--- config.mk ---
export PLATFORM = sky130hd
export DESIGN_NAME = bus_master_port
export DESIGN_NICKNAME = d
export VERILOG_FILES = /design/src/rtl/bus_master_port_pkg.sv /design/src/rtl/bus_shift_tx.sv /design/src/rtl/bus_master_port.sv
export SDC_FILE = /design/constraint.sdc
export NUM_CORES = 1
export LEC_CHECK = 0
export CORE_MARGIN = 2
export CORE_UTILIZATION = 55
export DETAILED_ROUTE_END_ITERATION = 12
export GPL_TIMING_DRIVEN = 0
export PLACE_DENSITY = 0.79
export SLEW_MARGIN = 20
export SYNTH_ARGS = -nofsm -noshare
export SYNTH_HDL_FRONTEND = slang
export SYNTH_SLANG_ARGS = --single-unit
export TNS_END_PERCENT = 30
--- constraint.sdc ---
create_clock -name clk -period 3.14 [get_ports clk]
set_input_delay 0.314 -clock clk [delete_from_list [all_inputs] [get_ports clk]]
set_output_delay 0.314 -clock clk [all_outputs]
set_load 0.03 [all_outputs]
--- src/rtl/bus_master_port_pkg.sv ---
// Shared serial-bus definitions: phase encoding, mode bit values and default widths
// used by the master port, address decoder and slave ports.
package bus_master_port_pkg;

  localparam int DEV_ADDR_W     = 4;
  localparam int MEM_ADDR_W     = 12;
  localparam int DATA_W         = 8;
  localparam int RD_TIMEOUT_DEF = 16;

  localparam logic MODE_WRITE = 1'b1;
  localparam logic MODE_READ  = 1'b0;

  typedef enum logic [2:0] {
    IDLE     = 3'd0,
    DEV_ADDR = 3'd1,
    ACK_CHK  = 3'd2,
    FRAME    = 3'd3,
    RD_WAIT  = 3'd4,
    RD_DATA  = 3'd5,
    DONE     = 3'd6,
    ERR      = 3'd7
  } state_t;

  // One counter covers the longest phase: mode + address + data, plus one spare bit.
  function automatic int bit_cnt_w(input int mem_aw, input int dw);
    return $clog2(1 + mem_aw + dw + 1);
  endfunction

endpackage

--- src/rtl/bus_shift_tx.sv ---
// Loadable LSB-first parallel-to-serial shifter with bit counter and last-bit flag.
// next_bit is the bit for the coming cycle (same-cycle view on load); no backpressure, shift only when told.
module bus_shift_tx #(
  parameter int W  = 21,
  parameter int CW = 5
) (
  input  logic          clk,
  input  logic          rstn,
  input  logic          load,
  input  logic          shift,
  input  logic [W-1:0]  data,
  input  logic [CW-1:0] len,
  output logic          next_bit,
  output logic          last
);

  logic [W-1:0]  sr;
  logic [CW-1:0] cnt;
  logic [CW-1:0] len_q;

  // sr holds only the bits not yet placed on the bus; bit 0 leaves on load.
  always_ff @(posedge clk or negedge rstn) begin
    if (!rstn) begin
      sr    <= '0;
      cnt   <= '0;
      len_q <= '0;
    end else if (load) begin
      sr    <= data >> 1;
      cnt   <= '0;
      len_q <= len;
    end else if (shift) begin
      sr  <= sr >> 1;
      cnt <= cnt + 1'b1;
    end
  end

  assign next_bit = load ? data[0] : sr[0];
  assign last     = (cnt == len_q - 1'b1);

endmodule

--- src/rtl/bus_master_port.sv ---
// Serial bus master: device address, decoder ack check, mode/address/data frame, optional read-back.
// Write done N+M+D+3 cycles after acceptance, read adds the slave wait; req_ready low while busy, req is not queued.
module bus_master_port
  import bus_master_port_pkg::*;
#(
  parameter int DEVICE_ADDR_WIDTH = DEV_ADDR_W,
  parameter int MEM_ADDR_WIDTH    = MEM_ADDR_W,
  parameter int DATA_WIDTH        = DATA_W,
  parameter int RD_TIMEOUT        = RD_TIMEOUT_DEF
) (
  input  logic                         clk,
  input  logic                         rstn,
  input  logic                         req,
  input  logic                         req_write,
  input  logic [DEVICE_ADDR_WIDTH-1:0] req_dev,
  input  logic [MEM_ADDR_WIDTH-1:0]    req_addr,
  input  logic [DATA_WIDTH-1:0]        req_wdata,
  output logic                         req_ready,
  output logic                         mvalid,
  output logic                         mwdata,
  input  logic                         ack,
  input  logic                         svalid,
  input  logic                         srdata,
  output logic [DATA_WIDTH-1:0]        rdata,
  output logic                         done,
  output logic                         err
);

  localparam int FRAME_W = 1 + MEM_ADDR_WIDTH + DATA_WIDTH;
  localparam int CW      = bit_cnt_w(MEM_ADDR_WIDTH, DATA_WIDTH);
  localparam int TW      = $clog2(RD_TIMEOUT + 1);

  state_t                state;
  logic                  is_wr;
  logic [FRAME_W-1:0]    frame;
  logic [TW-1:0]         tcnt;
  logic [DATA_WIDTH-2:0] rsh;
  logic [DATA_WIDTH-1:0] rx_word;

  logic               tx_load;
  logic               tx_shift;
  logic [FRAME_W-1:0] tx_data;
  logic [CW-1:0]      tx_len;
  logic               tx_next;
  logic               tx_last;

  bus_shift_tx #(.W(FRAME_W), .CW(CW)) u_tx (
    .clk      (clk),
    .rstn     (rstn),
    .load     (tx_load),
    .shift    (tx_shift),
    .data     (tx_data),
    .len      (tx_len),
    .next_bit (tx_next),
    .last     (tx_last)
  );

  assign rx_word   = {srdata, rsh};
  assign req_ready = (state == IDLE);

  // During the read word the shifter acts purely as the bit counter; bit 0
  // arrives with the load, so DATA_WIDTH-1 further bits remain.
  always_comb begin
    tx_load  = 1'b0;
    tx_shift = 1'b0;
    tx_data  = '0;
    tx_len   = '0;
    case (state)
      IDLE: if (req) begin
        tx_load = 1'b1;
        tx_data = FRAME_W'(req_dev);
        tx_len  = CW'(DEVICE_ADDR_WIDTH);
      end
      DEV_ADDR, FRAME: tx_shift = !tx_last;
      ACK_CHK: if (ack) begin
        tx_load = 1'b1;
        tx_data = frame;
        tx_len  = is_wr ? CW'(FRAME_W) : CW'(1 + MEM_ADDR_WIDTH);
      end
      RD_WAIT: if (svalid) begin
        tx_load = 1'b1;
        tx_len  = CW'(DATA_WIDTH - 1);
      end
      RD_DATA: tx_shift = svalid && !tx_last;
      default: ;
    endcase
  end

  always_ff @(posedge clk or negedge rstn) begin
    if (!rstn) begin
      state  <= IDLE;
      mvalid <= 1'b0;
      mwdata <= 1'b0;
      done   <= 1'b0;
      err    <= 1'b0;
      rdata  <= '0;
      is_wr  <= 1'b0;
      frame  <= '0;
      tcnt   <= '0;
      rsh    <= '0;
    end else begin
      done <= 1'b0;
      err  <= 1'b0;
      case (state)
        IDLE: if (req) begin
          frame  <= {req_wdata, req_addr, req_write};
          is_wr  <= (req_write == MODE_WRITE);
          mvalid <= 1'b1;
          mwdata <= tx_next;
          state  <= DEV_ADDR;
        end
        DEV_ADDR: begin
          mwdata <= tx_last ? 1'b0 : tx_next;
          if (tx_last) state <= ACK_CHK;
        end
        ACK_CHK: if (ack) begin
          mwdata <= tx_next;
          state  <= FRAME;
        end else begin
          // Drop mvalid right away so the decoder does not start a new address capture.
          mvalid <= 1'b0;
          mwdata <= 1'b0;
          done   <= 1'b1;
          err    <= 1'b1;
          state  <= ERR;
        end
        FRAME: if (!tx_last) begin
          mwdata <= tx_next;
        end else if (is_wr) begin
          mvalid <= 1'b0;
          mwdata <= 1'b0;
          done   <= 1'b1;
          state  <= DONE;
        end else begin
          mwdata <= 1'b0;
          tcnt   <= '0;
          state  <= RD_WAIT;
        end
        RD_WAIT: if (svalid) begin
          rsh   <= rx_word[DATA_WIDTH-1:1];
          state <= RD_DATA;
        end else if (tcnt == TW'(RD_TIMEOUT - 1)) begin
          mvalid <= 1'b0;
          done   <= 1'b1;
          err    <= 1'b1;
          state  <= ERR;
        end else begin
          tcnt <= tcnt + 1'b1;
        end
        RD_DATA: if (!svalid) begin
          mvalid <= 1'b0;
          done   <= 1'b1;
          err    <= 1'b1;
          state  <= ERR;
        end else begin
          rsh <= rx_word[DATA_WIDTH-1:1];
          if (tx_last) begin
            rdata  <= rx_word;
            mvalid <= 1'b0;
            done   <= 1'b1;
            state  <= DONE;
          end
        end
        DONE, ERR: state <= IDLE;
        default:   state <= IDLE;
      endcase
    end
  end

endmodule

# --- Word-level counts from Yosys, hierarchy flattened ---
# Index checks and enable logic that the tools add are counted.
classes:
  addsub: 3
  n_eq_ne: 20
  muxes: 56
  n_reduce_logical: 17
op_table:
  columns: ["op", "n"]
  rows:
  - ["$mux W21", 3]
  - ["$pmux W21 S2", 1]
  - ["$mux W5", 8]
  - ["$mux W3", 10]
  - ["$mux W1", 23]
  - ["$pmux W3 S7", 1]
  - ["$ne A2 B2 Y1 const B", 9]
  - ["$pmux W5 S3", 1]
  - ["$eq A3 B3 Y1 const B", 4]
  - ["$add A5 B1 Y5 const B", 2]
  - ["$pmux W5 S2", 1]
  - ["$reduce_and A5 Y1", 2]
  - ["$pmux W1 S3", 3]
  - ["$reduce_and A8 Y1", 1]
  - ["$eq A3 B2 Y1 const B", 2]
  - ["$ne A3 B3 Y1 const B", 2]
  - ["$reduce_and A2 Y1", 3]
  - ["$reduce_or A2 Y1", 3]
  - ["$eq A5 B4 Y1 const B", 1]
  - ["$eq A5 B5 Y1", 1]
  - ["$pmux W1 S5", 1]
  - ["$reduce_bool A5 Y1", 1]
  - ["$sub A5 B1 Y5 const B", 1]
  - ["$mux W4", 1]
  - ["other kinds (10)", 11]
word_totals:
  reg_bits: 80
  inputBits: 31
  out_inout_bits: 13
  elab_cells: 109

# --- Logic depth before layout (Yosys ltp) ---
logic_depth:
  ltp_word: 7
  mapped_depth: 9
  depth_no_buf: 7

# --- Modules after synthesis ---
# Synthesis repeated with hierarchy kept, for this count alone.
unflattened:
  cells_unflattened: 333
  area_unflattened_um2: 3818.7
by_module_without_submodules:
  columns: ["module", "instances", "cells_each", "area_each_um2", "seq_area_each_um2"]
  rows:
  - ["bus_master_port", 1, 198, 2338.5, 1201.2]
  - ["bus_shift_tx", 1, 135, 1480.2, 750.7]

# --- Least setup slack after synthesis ---
# OpenSTA, ideal clock, no wires.
synth_timing:
  path_kind: "flip-flop to flip-flop"
  startpoint: "register state[2]"
  endpoint: "register frame[10]"
  arrival_ns: 2.299
  required_time_ns: 3.015
  path_slack_ns: 0.716
  path_stages_with_launch: 7
  n_path_buf: 3
  synth_period_minus_slack_ns: 2.424
  path_cell_list: "dfrtp_1 -> clkbuf_1 -> nor3_1 -> and2_1 -> buf_2 -> buf_2 -> mux2_2"
synth_via:
  elab_chain_len: 2
synth_lines:
  columns: ["element", "line_no", "text"]
  rows:
  - ["start, declared", "bus_master_port.sv:33", "state_t state;"]
  - ["start signal, assigned", "bus_master_port.sv:91", "state <= IDLE;"]
  - ["start signal, assigned", "bus_master_port.sv:110", "state <= DEV_ADDR;"]
  - ["start signal, assigned", "bus_master_port.sv:114", "if (tx_last) state <= ACK_CHK;"]
  - ["$logic_not A3 Y1", null, null]
  - ["named net req_ready", "bus_master_port.sv:18", "output logic req_ready,"]
  - ["$reduce_and A2 Y1 (no line)", null, null]
  - ["end signal, assigned", "bus_master_port.sv:106", "frame <= {req_wdata, req_addr, req_write};"]
  - ["end, declared", "bus_master_port.sv:35", "logic [FRAME_W-1:0] frame;"]
# The timed path passes the listed nets, and every way through them passes these cells.
# A chain may end at the register's enable or synchronous reset.

# --- Worst setup path in the final report ---
layout_timing:
  startpoint: "register state[0]"
  endpoint: "output req_ready"
layout_via:
  elab_chain_len: 1
layout_lines:
  columns: ["element", "line_no", "text"]
  rows:
  - ["$logic_not A3 Y1", "bus_master_port.sv:59", "assign req_ready = (state == IDLE);"]
  - ["end, declared", "bus_master_port.sv:18", null]
# No other way between the ends.

==> impl_metrics.toml <==
[setup_path]
crit_arrival_ns = 2.19
cp-end-kind = "output pin"
cp_max_fo = 10
required_ns = 2.83
cp-start-kind = "flop"
path_class = "reg2out"

[yosys]
ys_types = 46
yosysWarnings = 0
synth_cells = 307
synth-main-ff-cell = "dfrtp_1"
synth_edf_count = 0
synthesis.area_um2 = 3617
synth_nets = 344
ys_seq_area_share_pct = 53.96
ys_ff_latch = 78
synthArstFlopShare_pct = 100.0
synth_area_per_cell_um2 = 11.78

[worst_hold_path]
hold_class = "in2async"

[die]
dieWidth_um = 85.10
die_h_um = 85.10
rows = 29
io-pin-count = 44
die-area_um2 = 7241
core_um2 = 6350
initial_core_util_pct = 56.97

[clocking]
cts_tree = "yes"
post_cts_buffers = 0
clkTransAtPathRegs_ns = 0.08
clk_path_buf_depth = 2
clock_latency_ns = 0.34
htreeDepth = 3
cts_sinks = 78
clock-root-buffer = "clkbuf_8"
cts-buffers-inserted = 9

[global_routing]
antenna_found_initial = 0
grt_max_degree = 60
grt_util_all_layers_pct = 22.74
grt_overflow = 0
grt_pass1_wl_um = 13050
grt_pass1_vias = 2621

[timing]
final.setup_skew_ns = 0.009987
drv_slew = 0
relSlewSlack_pct = 59.44
whs_ns = 0.3902
rsz0062_at_grt = "no"
fin_crit_ns = 2.503
worst_slew_pin_slew_ns = 0.6020
setup_viol = 0
hold_violations = 0
max_freq_mhz = 399.6
finalCritPeriodShare_pct = 79.71
layout_setup_ws_ns = 0.6372
tns_ns = 0

[finish]
syn2layout_area_growth_pct = 20.68
final_cell_mix = "dfrtp_1, clkdlybuf4s50_1, mux2_2"
drive_above_1_share_pct = 17.71
n_antenna_cell = 0
final_util_pct = 68.75
final_common_cell = "dfrtp_1"
fin_nets = 399
fin_cells = 444
n_fill_cell = 483

[route]
wl_per_cell_um = 17.42
route.detailed.drc = 0
routed_via_density = 6.007
drt_pass1_iterations = 4
vias = 2667
first_iter_violations = 249
routed_wl_um = 7735
ant_nets = 0

[job]
drv_cap = 0

[pwr]
p_leak_nw = 2.029
vdd_drop_max_mv = 0.4936
p_per_area_nw_per_um2 = 910.2

[placed_design]
dpl_worst_slack_ns = 0.6519
place.port_buffers = 42
place_congestion = 0.9349
place_inst = 427
dp_hpwl_um = 5305

[outcome]
status = "finished clean"
[state kept, by name, summed over array words and instances (netlist names)]
signal and cells:
err 1, done 1, mwdata 1, mvalid 1, frame 21, tcnt 5
u_tx.cnt 5, rdata 8, state 3, u_tx.sr 20, u_tx.len_q 5, rsh 7
[report_power, final]
part	switching [mW]	internal, mW
clock network	0.385	0.369
logic	0.851	0.752
registers	0.253	1.36
total	1.49	2.48
[worst paths after layout]
kind,cells past startpoint,to,startpoint,slack [ns]
worst max-delay path,3,req_ready,state[0],0.64
worst min-delay path,2,u_tx.cnt[2],rstn,0.39
min in group clk,3,u_tx.len_q[1],svalid,0.42
worst min register to register,2,u_tx.sr[19],frame[20],0.48
worst max register to register,7,rdata[4],u_tx.len_q[0],0.65
max in group asynchronous,3,u_tx.sr[18],rstn,2.17
[worst max-delay path: stages (launching register included)]
cell	delay, ns
dfrtp_1	0.37
clkbuf_1	0.25
nor3_1	0.46
clkdlybuf4s50_1	0.75
[Yosys cell counts (all sizes together) (3+ instances only)]
| library cell | number | area share (%) |
|---|---|---|
| a21oi | 8 | 1.1 |
| a221o | 19 | 5.3 |
| a22o | 3 | 0.73 |
| and3 | 21 | 3.6 |
| buf | 9 | 1.7 |
| clkbuf | 9 | 0.93 |
| dfrtp | 78 | 54 |
| ha | 6 | 2.1 |
| inv | 11 | 1.1 |
| mux2 | 36 | 11 |
| mux2i | 6 | 1.7 |
| nand2 | 22 | 2.3 |
| nand2b | 4 | 0.69 |
| nand3 | 4 | 0.69 |
| nand4 | 3 | 0.52 |
| nor2 | 12 | 1.3 |
| nor3 | 8 | 1.1 |
| o21ai | 12 | 1.7 |
| o22ai | 5 | 0.86 |
| xnor2 | 3 | 0.73 |
| xor2 | 3 | 0.73 |
[metal layers]
metal  share of wire, %  track usage (%)  vias up
met2                 47            35.30       58
met5                  0                0        -
li1                   -                -     1244
met1                 48            33.09     1354
met4                1.2            7.071        0
met3                3.6            3.794       11
[cell families (layout without fill, tap and decap cells)]
group / Yosys count / in the layout / synth area share (%)
fa+ha+maj: 6 / 6 / 2.075
xor+xnor: 6 / 6 / 1.453
mux: 42 / 42 / 12.87
compound gates: 65 / 65 / 14.18
buf+inv: 29 / 89 / 3.805
flops: 78 / 78 / 53.96
simple gates: 81 / 81 / 11.66
[repair_timing]
item | 4_1_cts | 5_1_grt
resized for setup | 0 | 0
hold endpoints to repair | 19 | 0
hold buffers | 1 | 0
endpoints found under the setup margin | 0 | 0
[per-stage QoR]
stage               power [mW]  cell area, µm²
CTS                      3.987            4365
global placement         3.138            4134
floorplan                2.765            3617
finish                   3.973            4365
global route             4.229            4365
detailed placement       3.223            4159
[cell type report]
type | count | area (µm²) | area share [%]
multi-input cells | 200 | 1528 | 35.00
clock inverters | 7 | 72.57 | 1.662
well taps | 77 | 96.34 | 2.207
clock buffers | 9 | 123.9 | 2.837
plain buffers | 18 | 96.34 | 2.207
flip-flops and latches | 78 | 1952 | 44.71
repair buffers | 44 | 455.4 | 10.43
inverters | 11 | 41.29 | 0.9458
Power figures use the tool's default switching activity.
==> RTL edit, RTL diff (same flow settings) <==
Set the package constant `DATA_W` to 12 (it was 8).
--- a/src/rtl/bus_master_port_pkg.sv
+++ b/src/rtl/bus_master_port_pkg.sv
@@ -6,3 +6,3 @@
   localparam int MEM_ADDR_W     = 12;
-  localparam int DATA_W         = 8;
+  localparam int DATA_W         = 12;
   localparam int RD_TIMEOUT_DEF = 16;
Interface: changed (resized rdata and req_wdata); port bits go from 44 to 52. No check against the original RTL was run, so the function may have changed too.
==> RTL edit against the unedited design <==
- die area increased by 17%
- area after synthesis increased by 18%
- design area increased by 17%
- core utilization decreased by 1.6 points
- via count increased by 19%
- sequential cell count increased by 15
- worst setup slack got worse by 130 ps
- hold slack got worse by 18 ps
- total power increased by 12%
- register-to-register slack got worse by 150 ps
- clock power decreased by 6.9%
- count of clock-buffer cells in the layout increased by 1
- wire length increased by 17%
- largest cell class unchanged
- largest power group unchanged
==> RTL edit: results (changes against the unedited design) <==
[final_layout]
largestRegisters=frame (25), u_tx.sr (24), rdata (12)  ; was frame (21), u_tx.sr (20), rdata (8)
final_nets=493  ; was 399
fin_cells=557  ; was 444
drive_gt1_share_pct=13.8  ; was 17.7%
antenna_cells=0  ; unchanged

[yosys]
ys_types=44  ; was 46
syn_nets=429  ; was 344
async_flop_share_pct=100  ; unchanged
syn_avg_cell_area_um2=11.0  ; was 11.8 um2
synth_common_cells=dfrtp_1 (93), nand2_1 (62), mux2_2 (38)  ; was dfrtp_1 (78), mux2_2 (34), nand2_1 (22)
synth_area_leaders=dfrtp_1 (55%), mux2_2 (10%), nand2_1 (5.5%), o211ai_1 (4.4%), nand3_1 (3.4%)  ; was dfrtp_1 (54%), mux2_2 (11%), a221o_1 (5.3%), and3_1 (3.6%), nand2_1 (2.3%)
ys_seq_area_share_pct=54.5  ; was 54.0%

[route]
drtAntennaViolNets=0  ; unchanged
firstDrtPassIters=4  ; unchanged
drt_iter0_drc=216  ; was 249
wl_um=9060  ; was 7740 um
vias=3187  ; was 2667

[pwr]
peakVddDrop_v=0.000411  ; was 0.000494 V
p_leak_nw=2.24  ; was 2.03 nW

[setup_path]
crit_slowest_cell=a211oi_2  ; was clkdlybuf4s50_1
cp.arrival_ps=2900  ; was 2190 ps
worstPathMaxFanout=10  ; unchanged
worst-r2r-setup-slack_ps=500  ; was 650 ps
critPathMaxStageDelay_ps=580  ; was 750 ps

[grt]
grt_first_pass_wirelength_um=15600  ; was 13000 um
grt_max_degree=72  ; was 60
grt_usage_pct=23.2  ; was 22.7%
antenna_found_initial=0  ; unchanged
grt_pass1_vias=3286  ; was 2621

[clocking]
clockBufferDepth=2  ; unchanged
clk_transition_reported_paths_ps=80  ; about the same
clock_latency_ps=360  ; was 340 ps
cts.root.buffer_cell=clkbuf_8  ; unchanged
postCtsSetupBuffers=0  ; unchanged
cts_made_buffers=9  ; unchanged
cts_max_level=3  ; unchanged

[place]
placed_cell_area_um2=4930  ; was 4160 um2
pre_cts_ws_ps=553  ; was 652 ps
place_hpwl_um=6300  ; was 5310 um
post-place-cells=542  ; was 427
gp_congestion=0.841  ; was 0.935
port_buffers=51  ; was 42

[sta]
fmax_mhz=379  ; was 400 MHz
worst_slew_pin_slew_ps=814  ; was 602 ps
fin_worst_skew_ps=8.52  ; was 9.99 ps

[status]
outcome=finished, final reports clean  ; unchanged

[job]
cap_violations=0  ; unchanged

[worst_hold_path]
hold_path.class=primary input to async pin  ; unchanged

==> RTL edit: through the flow <==
| stage | utilization [%] | hold slack, ps |
|---|---|---|
| after detailed placement | 64.9 | 186 |
| after global routing | 67.2 | 393 |
| after global placement | 64.5 | 462 |
| after CTS | 67.2 | 365 |
| after floorplan | - | 18.4 |
| final | 67.2 | 372 |
==> RTL edit: power by group <==
group | internal [mW] | leakage [nW] | switching [mW]
Sequential | 1.61 | 1.20 | 0.272
Combinational | 0.788 | 0.950 | 1.08
Clock | 0.299 | 0.0840 | 0.402
==> RTL edit: kinds of logic after synthesis <==
kind of cell	Yosys count	synth area share (%)
adders and majority gates	6	1.76
and+or+nand+nor	123	13.3
AOI/OAI and AO/OA	73	12.1
muxes	54	14.1
xor gates and xnor gates	4	0.821
DFF	93	54.5
buffers and inverters	35	3.43
==> RTL edit: layout make-up <==
| type | count | area, um2 |
|---|---|---|
| sequential | 93 | 2330 |
| buffer | 25 | 109 |
| tap | 102 | 128 |
| inverter | 10 | 37.5 |
| timing repair buffer | 53 | 549 |
| clock buffer | 10 | 138 |
| multi-input combinational | 260 | 1790 |
| fill | 588 | 2500 |
| clock inverter | 4 | 26.3 |
==> RTL edit: path summary, 6_finish.rpt <==
path | startpoint | to | cells past startpoint
max reg2reg | u_tx.len_q[3]$_DFFE_PN0N_ | u_tx.sr[0]$_DFFE_PN0P_ | 8
min reg2reg | rdata[3]$_DFFE_PN0P_ | rdata[3]$_DFFE_PN0P_ | 1
max in group asynchronous | rstn | u_tx.len_q[1]$_DFFE_PN0N_ | 3
min | rstn | rdata[10]$_DFFE_PN0P_ | 2
min in group clk | rdata[3]$_DFFE_PN0P_ | rdata[3]$_DFFE_PN0P_ | 1
max | u_tx.len_q[3]$_DFFE_PN0N_ | u_tx.sr[0]$_DFFE_PN0P_ | 8
==> RTL edit: routing by layer <==
metal | GRT usage, % | part of all wire (%) | up-vias
li1 | - | - | 1511
met4 | 10.1 | 1.5 | 0
met2 | 37.2 | 49 | 60
met5 | 0 | 0 | -
met1 | 31.7 | 45 | 1602
met3 | 3.45 | 3.7 | 14
==> RTL edit: repair_timing <==
| item | in CTS | in global routing |
|---|---|---|
| hold endpoints to repair | 22 | 0 |
| hold buffers | 1 | 0 |
| setup endpoints to repair | 0 | 0 |
| gates resized for setup | 0 | 0 |
==> RTL edit: worst max-delay path: cells and delay by family, from the launching register on <==
kind	cells	cell delay, ps
compound gates	3	1100
simple gates	2	440
flops	1	420
buf+inv	2	350
fa+ha+maj	1	230
